File: src/rtl/fetch_pkg.sv
`default_nettype none
// ============================================================================
// Module   : fetch_pkg
// Brief    : Shared widths, default constants and IF/ID record for the fetch stage.
// Revision : 1.0 - initial release
// ============================================================================
package fetch_pkg;

  localparam int XLEN = 32;
  localparam logic [XLEN-1:0] PC_STEP            = 32'd4;
  localparam logic [XLEN-1:0] DEFAULT_RESET_PC   = 32'h0000_0000;
  localparam logic [XLEN-1:0] DEFAULT_NOP_INSTR  = 32'h0000_0000;
  localparam logic [XLEN-1:0] DEFAULT_EXC_VECTOR = 32'h0000_0100;

  typedef struct packed {
    logic [XLEN-1:0] instr;
    logic [XLEN-1:0] pc;
    logic [XLEN-1:0] pc4;
    logic            valid;
  } ifid_t;

endpackage
`default_nettype wire

File: src/rtl/ifid_register.sv
`default_nettype none
// ============================================================================
// Module   : ifid_register
// Brief    : IF/ID pipeline register with reset > kill > stall > capture priority.
// Revision : 1.0 - initial release
// ============================================================================
module ifid_register
  import fetch_pkg::*;
#(
  parameter logic [XLEN-1:0] RESET_PC  = DEFAULT_RESET_PC,
  parameter logic [XLEN-1:0] NOP_INSTR = DEFAULT_NOP_INSTR
) (
  input  logic            clk,
  input  logic            reset,
  input  logic            stall,
  input  logic            kill,
  input  logic [XLEN-1:0] instr_in,
  input  logic [XLEN-1:0] pc_in,
  input  logic [XLEN-1:0] pc4_in,
  output logic [XLEN-1:0] instr_out,
  output logic [XLEN-1:0] pc_out,
  output logic [XLEN-1:0] pc4_out,
  output logic            valid_out
);

  ifid_t ifid_q;
  ifid_t ifid_d;

  // A killed entry keeps its pc/pc4 so downstream sees the last known address.
  always_comb begin
    ifid_d = ifid_q;
    if (kill) begin
      ifid_d.instr = NOP_INSTR;
      ifid_d.valid = 1'b0;
    end else if (!stall) begin
      ifid_d.instr = instr_in;
      ifid_d.pc    = pc_in;
      ifid_d.pc4   = pc4_in;
      ifid_d.valid = 1'b1;
    end
  end

  always_ff @(posedge clk) begin
    if (reset) begin
      ifid_q.instr <= NOP_INSTR;
      ifid_q.pc    <= RESET_PC;
      ifid_q.pc4   <= RESET_PC + PC_STEP;
      ifid_q.valid <= 1'b0;
    end else begin
      ifid_q <= ifid_d;
    end
  end

  assign instr_out = ifid_q.instr;
  assign pc_out    = ifid_q.pc;
  assign pc4_out   = ifid_q.pc4;
  assign valid_out = ifid_q.valid;

endmodule
`default_nettype wire

File: src/rtl/fetch_stage.sv
`default_nettype none
// ============================================================================
// Module   : fetch_stage
// Brief    : Program counter, next-PC selection and IF/ID capture.
//            Optional misaligned-redirect trap: FETCH_MISALIGN_TRAP_EN.
// Revision : 1.0 - initial release
// ============================================================================
module fetch_stage
  import fetch_pkg::*;
#(
  parameter logic [XLEN-1:0] RESET_PC   = DEFAULT_RESET_PC,
  parameter logic [XLEN-1:0] NOP_INSTR  = DEFAULT_NOP_INSTR,
  parameter logic [XLEN-1:0] EXC_VECTOR = DEFAULT_EXC_VECTOR
) (
  input  logic            clk,
  input  logic            reset,
  input  logic            stall,
  input  logic            flush,
  input  logic            redirect,
  input  logic [XLEN-1:0] redirect_pc,
  output logic [XLEN-1:0] pc_out,
  input  logic [XLEN-1:0] instr_in,
  output logic [XLEN-1:0] ifid_instr,
  output logic [XLEN-1:0] ifid_pc,
  output logic [XLEN-1:0] ifid_pc4,
  output logic            ifid_valid,
  output logic            exc_misalign
);

  logic [XLEN-1:0] pc_q;
  logic [XLEN-1:0] pc_d;
  logic [XLEN-1:0] pc_plus4;

  assign pc_plus4 = pc_q + PC_STEP;

`ifdef FETCH_MISALIGN_TRAP_EN
  logic exc_q;
  logic exc_d;
  logic misaligned;

  assign misaligned = (redirect_pc[1:0] != 2'b00);

  always_comb begin
    pc_d  = pc_q;
    exc_d = 1'b0;
    if (redirect) begin
      if (misaligned) begin
        pc_d  = EXC_VECTOR;
        exc_d = 1'b1;
      end else begin
        pc_d = redirect_pc;
      end
    end else if (!stall) begin
      pc_d = pc_plus4;
    end
  end

  // Pulse is registered so it lines up with the vector appearing on pc_out.
  always_ff @(posedge clk) begin
    if (reset) begin
      exc_q <= 1'b0;
    end else begin
      exc_q <= exc_d;
    end
  end

  assign exc_misalign = exc_q;
  logic unused_exc_vector_en;
  assign unused_exc_vector_en = 1'b0;
`else
  always_comb begin
    pc_d = pc_q;
    if (redirect) begin
      pc_d = {redirect_pc[XLEN-1:2], 2'b00};
    end else if (!stall) begin
      pc_d = pc_plus4;
    end
  end

  logic unused_redirect_low;
  assign unused_redirect_low = ^redirect_pc[1:0];
  assign exc_misalign        = 1'b0;
`endif

  always_ff @(posedge clk) begin
    if (reset) begin
      pc_q <= RESET_PC;
    end else begin
      pc_q <= pc_d;
    end
  end

  assign pc_out = pc_q;

  ifid_register #(
    .RESET_PC  (RESET_PC),
    .NOP_INSTR (NOP_INSTR)
  ) u_ifid_register (
    .clk       (clk),
    .reset     (reset),
    .stall     (stall),
    .kill      (redirect | flush),
    .instr_in  (instr_in),
    .pc_in     (pc_q),
    .pc4_in    (pc_plus4),
    .instr_out (ifid_instr),
    .pc_out    (ifid_pc),
    .pc4_out   (ifid_pc4),
    .valid_out (ifid_valid)
  );

endmodule
`default_nettype wire

File: config.mk
export PLATFORM = sky130hd
export DESIGN_NAME = fetch_stage
export DESIGN_NICKNAME = d
export VERILOG_FILES = /design/src/rtl/fetch_pkg.sv /design/src/rtl/ifid_register.sv /design/src/rtl/fetch_stage.sv
export SDC_FILE = /design/constraint.sdc
export NUM_CORES = 1
export LEC_CHECK = 0
export CELL_PAD_IN_SITES_DETAIL_PLACEMENT = 0
export CELL_PAD_IN_SITES_GLOBAL_PLACEMENT = 1
export CORE_MARGIN = 2
export CORE_UTILIZATION = 32
export DETAILED_ROUTE_END_ITERATION = 10
export GPL_TIMING_DRIVEN = 0
export PLACE_DENSITY_LB_ADDON = 0.1
export SLEW_MARGIN = 20
export SYNTH_ARGS = -nofsm -noshare
export SYNTH_HDL_FRONTEND = slang
export SYNTH_SLANG_ARGS = --single-unit
File: constraint.sdc
create_clock -name clk -period 2.43 [get_ports clk]
set_input_delay 0.6075 -clock clk [delete_from_list [all_inputs] [get_ports clk]]
set_output_delay 0.6075 -clock clk [all_outputs]
set_load 0.01 [all_outputs]
-- Word-level counts from Yosys, hierarchy flattened
Cells that the tools add are included.
- flip-flop bits (word level): 129
- input port bits: 69
- output and inout bits: 130
- logic and storage cells: 16
- add/sub/neg operators: 1
- eq/ne operators: 1
- mux-type cells: 2
- bitwise logic cells: 3
- reductions and logical operators: 3
- operator list (operator ; count):
    $mux 32 ; 2
    $add 32x3->32 const B ; 1
    $reduce_or 2->1 ; 2
    $ne 2x1->1 const B ; 1
    $not 1->1 ; 2
    $reduce_and 2->1 ; 1
    $or 1x1->1 ; 1

-- Depth between registers and ports, before layout
Gate-level depths: netlist (run 1).
- word-level depth: 3
- depth in mapped cells: 8
- gate-level depth less buffers: 6

-- Hierarchy
Synthesis (run 1) repeated with hierarchy kept, for this count alone.
- cell total of the unflattened synthesis: 703
- area, all modules: 6159.7 µm²
- by module, submodules not included (module ; times used ; cells each ; area each (µm²) ; seq. area each (µm²)):
    ifid_register ; 1 ; 399 ; 3834.9 ; 1941.9
    fetch_stage ; 1 ; 304 ; 2324.7 ; 600.6

-- Worst setup path before layout (run 1)
No wires, ideal clock.
- path type: register to register
- from: register pc_q[2], in the netlist pc_out[2]
- to: register pc_q[28], in the netlist pc_out[28]
- setup time: 0.086 ns
- data arrival time: 2.041 ns
- required time: 2.344 ns
- path slack: 0.303 ns
- cell stages (with the launch flop): 7
- path buffers: 0
- path through: dfxtp_1 ha_1 nand4_1 or4_1 nor4_2 xnor2_1 a211oi_1
- longest elaborated chain between the ends: 3
- RTL lines (what ; line ; RTL):
    from (decl) ; fetch_stage.sv:30 ; logic [XLEN-1:0] pc_q;
    from (signal assigned) ; fetch_stage.sv:89 ; pc_q <= pc_d;
    $add 32x3->32 ; fetch_stage.sv:34 ; assign pc_plus4 = pc_q + PC_STEP;
    $mux 32 ; fetch_stage.sv:75 ; end else if (!stall) begin
    $mux 32 ; fetch_stage.sv:73 ; if (redirect) begin
Every way passes these cells. The select of a mux whose other input is x is not followed.
A chain may end at the register's enable or synchronous reset.

-- Worst setup path in the final report (run 1)
- from: input port redirect
- to: register pc_q[26], in the netlist pc_out[26]
- longest elaborated chain between the ends: 1
- elaborated cells between the ends (all ways): 2
- those cells by class: eq/ne (1); mux (1)
- RTL lines (what ; line ; RTL):
    from (decl) ; fetch_stage.sv:19 ; input logic redirect,
    $ne 2x1->1 (no line) or $mux 32 (tied branches) ; -- ;
Parallel ways exist; a longest one is shown, timed or not.

==> results of run 1 <==
logic make-up (layout without fill, tap and decap cells):
kind of cell	count (synthesis)	after routing	synth area share
buf+inv	74	298	0.0616
xor+xnor	51	51	0.0827
flops	123	123	0.456
other cells	1	7	0.000695
mux	37	37	0.0686
fa+ha+maj	1	1	0.00232
compound gates	96	96	0.113
simple gates	255	255	0.215
worst min path at each step:
stage                                             to  cells past startpoint                       start  slack (ps)
after detailed placement  u_ifid_register.pc_out[20]                      2  u_ifid_register.pc_out[20]         450
after global placement     u_ifid_register.valid_out                      2   u_ifid_register.valid_out         440
after floorplan            u_ifid_register.valid_out                      2   u_ifid_register.valid_out         470
final                     u_ifid_register.pc_out[16]                      2  u_ifid_register.pc_out[16]         450
after global routing      u_ifid_register.pc_out[20]                      2  u_ifid_register.pc_out[20]         470
after CTS                 u_ifid_register.pc_out[20]                      2  u_ifid_register.pc_out[20]         460
stage by stage:
step	hold WS (ps)	utilization	total power [mW]	worst slack [ps]
after floorplan	474	-	2.51	303
after global placement	438	0.459	2.88	-1040
after detailed placement	449	0.459	2.88	-1060
after CTS	456	0.498	5.55	-6.94
after global routing	470	0.500	5.70	30.9
final	454	0.500	5.51	167
cell usage in the layout (no fill, tap or decap), drive strengths merged, types with 4 or more instances in the layout:
| master | instances |
|---|---|
| a211oi | 40 |
| a21oi | 40 |
| a311oi | 5 |
| and4 | 5 |
| buf | 27 |
| bufinv | 4 |
| clkbuf | 64 |
| clkdlybuf4s50 | 187 |
| clkinv | 7 |
| conb | 7 |
| dfxtp | 123 |
| inv | 6 |
| mux2i | 37 |
| nand2 | 86 |
| nand3 | 12 |
| nand4 | 7 |
| nor2 | 94 |
| nor3 | 15 |
| nor4 | 16 |
| o21ai | 6 |
| or3 | 8 |
| xnor2 | 41 |
| xor2 | 10 |
per-layer routing:
layer,wire length [µm],track usage,up-vias
met5,0,0,-
met4,246,0.0609,0
met3,1400,0.0756,19
met2,8410,0.327,167
met1,8110,0.253,2418
li1,-,-,2602
timing repair:
action	CTS	global route
hold buffers	0	0
setup endpoints to repair	92	72
gates cloned	0	0
pin swaps	1	1
resized for setup	8	12
buffers inserted	4	0
worst max-delay path: stages:
cell and delay, ps:
sky130_fd_sc_hd__clkdlybuf4s50_1 440, sky130_fd_sc_hd__clkbuf_2 230, sky130_fd_sc_hd__inv_1 120, sky130_fd_sc_hd__clkbuf_1 490, sky130_fd_sc_hd__clkbuf_1 500, sky130_fd_sc_hd__a211oi_1 150
state kept, by name, indices dropped and copies added (netlist names):
| signal | cells |
|---|---|
| u_ifid_register.instr_out | 32 |
| pc_out | 30 |
| u_ifid_register.pc4_out | 30 |
| u_ifid_register.pc_out | 30 |
| u_ifid_register.valid_out | 1 |
power breakdown:
| part | total [mW] | internal (mW) | switching (mW) |
|---|---|---|---|
| sequential | 2.16 | 2.10 | 0.0662 |
| clock | 2.67 | 1.73 | 0.936 |
| combinational | 0.678 | 0.355 | 0.323 |
area by class of cell:
cell class,count,area [µm²],area share
multi-input cells,447,2650,0.320
flip-flops and latches,123,2460,0.298
repair buffers,192,1910,0.231
clock buffers,19,443,0.0536
plain buffers,68,322,0.0389
well taps,220,275,0.0333
clock inverters,13,174,0.0211
inverters,6,22.5,0.00273
==> impl_metrics.toml, run 1 <==
[sta]
maxSlewHeadroom = 0.526
unrepaired_setup_endpoints_after_global_routing = "no"
min_period_ps = 2260
fmaxAchievable_mhz = 442
worst_clock_skew_ps = 7.99
setup_total_negative_slack_ps = 0
final-hold-violation-count = 0
fin_crit_sh = 0.931
final-max-slew-violation-count = 0
setup-violations-final = 0
tightestPinTransition_ps = 711

[grt]
wire_length_of_the_first_global_routing_pass_um = 28200
grt_max_degree = 17
first_global_vias = 5125
number_of_antenna_violations_at_the_first_check_in_global_routing = 0
globalRoute.totalOverflow = 0
grtUsageTotal = 0.203

[die]
die-area_um2 = 17900
core_region_area_um2 = 16500
rows = 47
die-width_um = 134
die_h_um = 134
initial_utilization = 0.327
boundaryPins = 199

[critical_path]
worst_ep_arrival_time_ps = 2540
crit_path_max_fanout = 10
cp_capture_point = "pc_out[26]"
endpoint_kind = "flop"
r2r_end = "u_ifid_register.pc4_out[30]"
timing.rr.start = "pc_out[3]"
kind_of_critical_path = "in2reg"
rrSetupSlack_ps = 190
r2r_cell_count = 7
critical_path.startpoint_type = "input pin"
worst_setup_path_startpoint = "redirect"
worst-endpoint-required_ps = 2700

[yosys]
netlist.top_cell.by_area = "sky130_fd_sc_hd__dfxtp_1"
yosysUniqueCellTypes = 38
synth_most_common_cell = "sky130_fd_sc_hd__dfxtp_1"
synth.yosys.warnings = 0
fraction_of_post_synthesis_cell_area_in_the_top_cell_type_by_area = 0.456
yosys_most_used_dff = "sky130_fd_sc_hd__dfxtp_1"
synth-async-reset-ratio = 0
number_of_flops_mapped_to_enable_cells_by_yosys = 0
synth_area_um2 = 5400
synthTopCellsByArea = "sky130_fd_sc_hd__dfxtp_1 (46%), sky130_fd_sc_hd__mux2i_1 (6.9%), sky130_fd_sc_hd__xnor2_1 (6.7%), sky130_fd_sc_hd__nor2_1 (6.5%), sky130_fd_sc_hd__nand2_1 (6.0%)"
postSynthCellCount = 638
synth_sequential_area_ratio = 0.456
post_synth.cell_area_avg_um2 = 8.46
flip_flop_and_latch_count_after_synthesis = 123
synth.cells.most_frequent = "sky130_fd_sc_hd__dfxtp_1 (123), sky130_fd_sc_hd__nor2_1 (94), sky130_fd_sc_hd__nand2_1 (86)"

[clock_network]
cts.htree.levels = 4
insertion_delay_ps = 420
path_clk_slew_ps = 60
clock_tree.buffer_depth = 2
cts_tree = "built"
cts_buffers = 17
clock_sinks = 123
cts-root-buf = "sky130_fd_sc_hd__clkbuf_16"

[cells_and_area]
finish.cell_count_without_fillers = 1088
area_delta_synth_final_pct = 53.0
final_area_um2 = 8260
layout.filler_cells = 1609
fin_nets = 925
drive_gt1_frac = 0.0864
antenna-diode-count = 0

[placement]
placed_area_um2 = 7580
placed_cells = 1052
gp_congestion = 0.817
post-dp-hpwl_um = 13600
io_buffer_count = 188

[detailed_routing]
final_routed_wirelength_um = 18200
drt-vias-per-instance = 4.78
drc = 0
drt_initial_violations = 237
detailroute.via_count = 5206
post_drt_wl_per_cell_um = 16.7
first_pass_iters = 4
ant_nets = 0

[status]
outcome = "completed"

[pwr]
peakVddDrop_v = 0.000450
leakage_nw = 2.92
power_density_nw_per_um2 = 667

[worst_hold_path]
hold_path_class = "reg2reg"

[flow_run]
max-cap-violations = 0
Power figures use the tool's default switching activity.
==> run 2: changes to the inputs <==
==> constraint.sdc (replaced) <==
create_clock -name clk -period 2.43 [get_ports clk]
set_input_delay 0.6075 -clock clk [delete_from_list [all_inputs] [get_ports clk]]
set_output_delay 0.6075 -clock clk [all_outputs]
set_load 0.05 [all_outputs]
==> impl_metrics.toml, run 2 (synthesis results as in run 1) <==
[placement]
post-dp-hpwl_um = 13600
placed_cells = 1052
gp_congestion = 0.788
io_buffer_count = 188

[clock_network]
clock_sinks = 123
cts_tree = "built"
insertion_delay_ps = 420
cts_buffers = 17
clock_tree.buffer_depth = 2
path_clk_slew_ps = 50
post_cts_hold_buffer_count = 0
cts.htree.levels = 4
cts-root-buf = "sky130_fd_sc_hd__clkbuf_16"

[die]
core_region_area_um2 = 16500
rows = 47
die-width_um = 134
initial_utilization = 0.327
boundaryPins = 199
die-area_um2 = 17900
die_h_um = 134

[grt]
first_global_vias = 5304
number_of_antenna_violations_at_the_first_check_in_global_routing = 0
grt_max_degree = 17
wire_length_of_the_first_global_routing_pass_um = 28200
globalRoute.totalOverflow = 0
grtUsageTotal = 0.204

[sta]
worst_clock_skew_ps = 8.58
timing.hold.ws_ps = 452
min_period_ps = 2390
setup-violations-final = 0
setup_total_negative_slack_ps = 0
final-hold-violation-count = 0
fmaxAchievable_mhz = 418
tightestPinTransition_ps = 664
maxSlewHeadroom = 0.557
fin_crit_sh = 0.984
unrepaired_setup_endpoints_after_global_routing = "no"
final-max-slew-violation-count = 0

[detailed_routing]
detailroute.via_count = 5229
drt_initial_violations = 281
drc = 0
ant_nets = 0
drt-vias-per-instance = 4.83
final_routed_wirelength_um = 18100
post_drt_wl_per_cell_um = 16.7
first_pass_iters = 4

[cells_and_area]
utilization = 0.494
mostFrequentLayoutCell = "sky130_fd_sc_hd__clkdlybuf4s50_1"
fin_nets = 923
layout_common_cells = "sky130_fd_sc_hd__clkdlybuf4s50_1 (184), sky130_fd_sc_hd__dfxtp_1 (120), sky130_fd_sc_hd__nor2_1 (94)"
number_of_flip_flops_in_the_largest_register = 32
drive_gt1_frac = 0.0892
finish.cell_count_without_fillers = 1083
antenna-diode-count = 0
area_delta_synth_final_pct = 51.3

[critical_path]
critical_path_buf_inv_count = 1
path_cells = "clkdlybuf4s50_1"
kind_of_critical_path = "reg2out"
critical_path.top_delay_family = "buffers and inverters"
critPathSlowestCell = "sky130_fd_sc_hd__clkdlybuf4s50_1"
critical_path.startpoint_type = "flop"
critical-path-max-stage-delay_ps = 880
worst_ep_arrival_time_ps = 1780
crit_path_max_fanout = 7
endpoint_kind = "output pin"
worst-endpoint-required_ps = 1820

[flow_run]
max-cap-violations = 0

[status]
outcome = "completed"

[pwr]
peakVddDrop_v = 0.000455
power_mw = 5.33
leakage_nw = 2.90
power_density_nw_per_um2 = 653

[worst_hold_path]
hold_path_class = "reg2reg"
[run 2: final cells by class]
cell class	count	area, µm²
inverter	6	22.5
fill	1612	8350
clock inverter	8	47.5
multi-input combinational	447	2660
sequential	123	2470
tap	220	275
buffer	68	325
timing repair buffer	190	1900
clock buffer	21	470
[run 2: path summary, 6_finish.rpt]
path              slack (ps)                         to  depth (start not counted)                 startpoint
setup / recovery          40                 pc_out[13]                          1                 pc_out[13]
hold / removal           450  u_ifid_register.valid_out                          2  u_ifid_register.valid_out
setup reg to reg         110                 pc_out[28]                          6                  pc_out[3]
hold reg to reg          450  u_ifid_register.valid_out                          2  u_ifid_register.valid_out
[run 2: power by group]
| part | internal [mW] | switching, mW | leakage [nW] |
|---|---|---|---|
| registers | 2.10 | 0.0660 | 1.00 |
| clock network | 1.35 | 0.894 | 0.252 |
| logic | 0.353 | 0.571 | 1.65 |
[run 2: per-stage QoR]
step	cell area (µm²)	setup WS, ps
2_1_floorplan	5420	49.1
3_3_place_gp	7580	-943
3_5_place_dp	7580	-951
4_1_cts	8130	3.88
5_1_grt	8170	3.35
6_report	8170	39.1
[run 2: repair_timing]
action                                  CTS  global route
endpoints found under the hold margin     0             0
endpoints found under the setup margin   85            57
cloned                                    0             0
pin swaps                                 0             1
resized for setup                        11            19
buffers inserted                          1             1
[run 2: metal layers]
layer  wire [µm]  track usage  part of all wire
met1        7650        0.249              0.42
met2        8440        0.332              0.47
met3        1820       0.0775              0.10
met4         207       0.0656             0.011
met5           0            0                 0
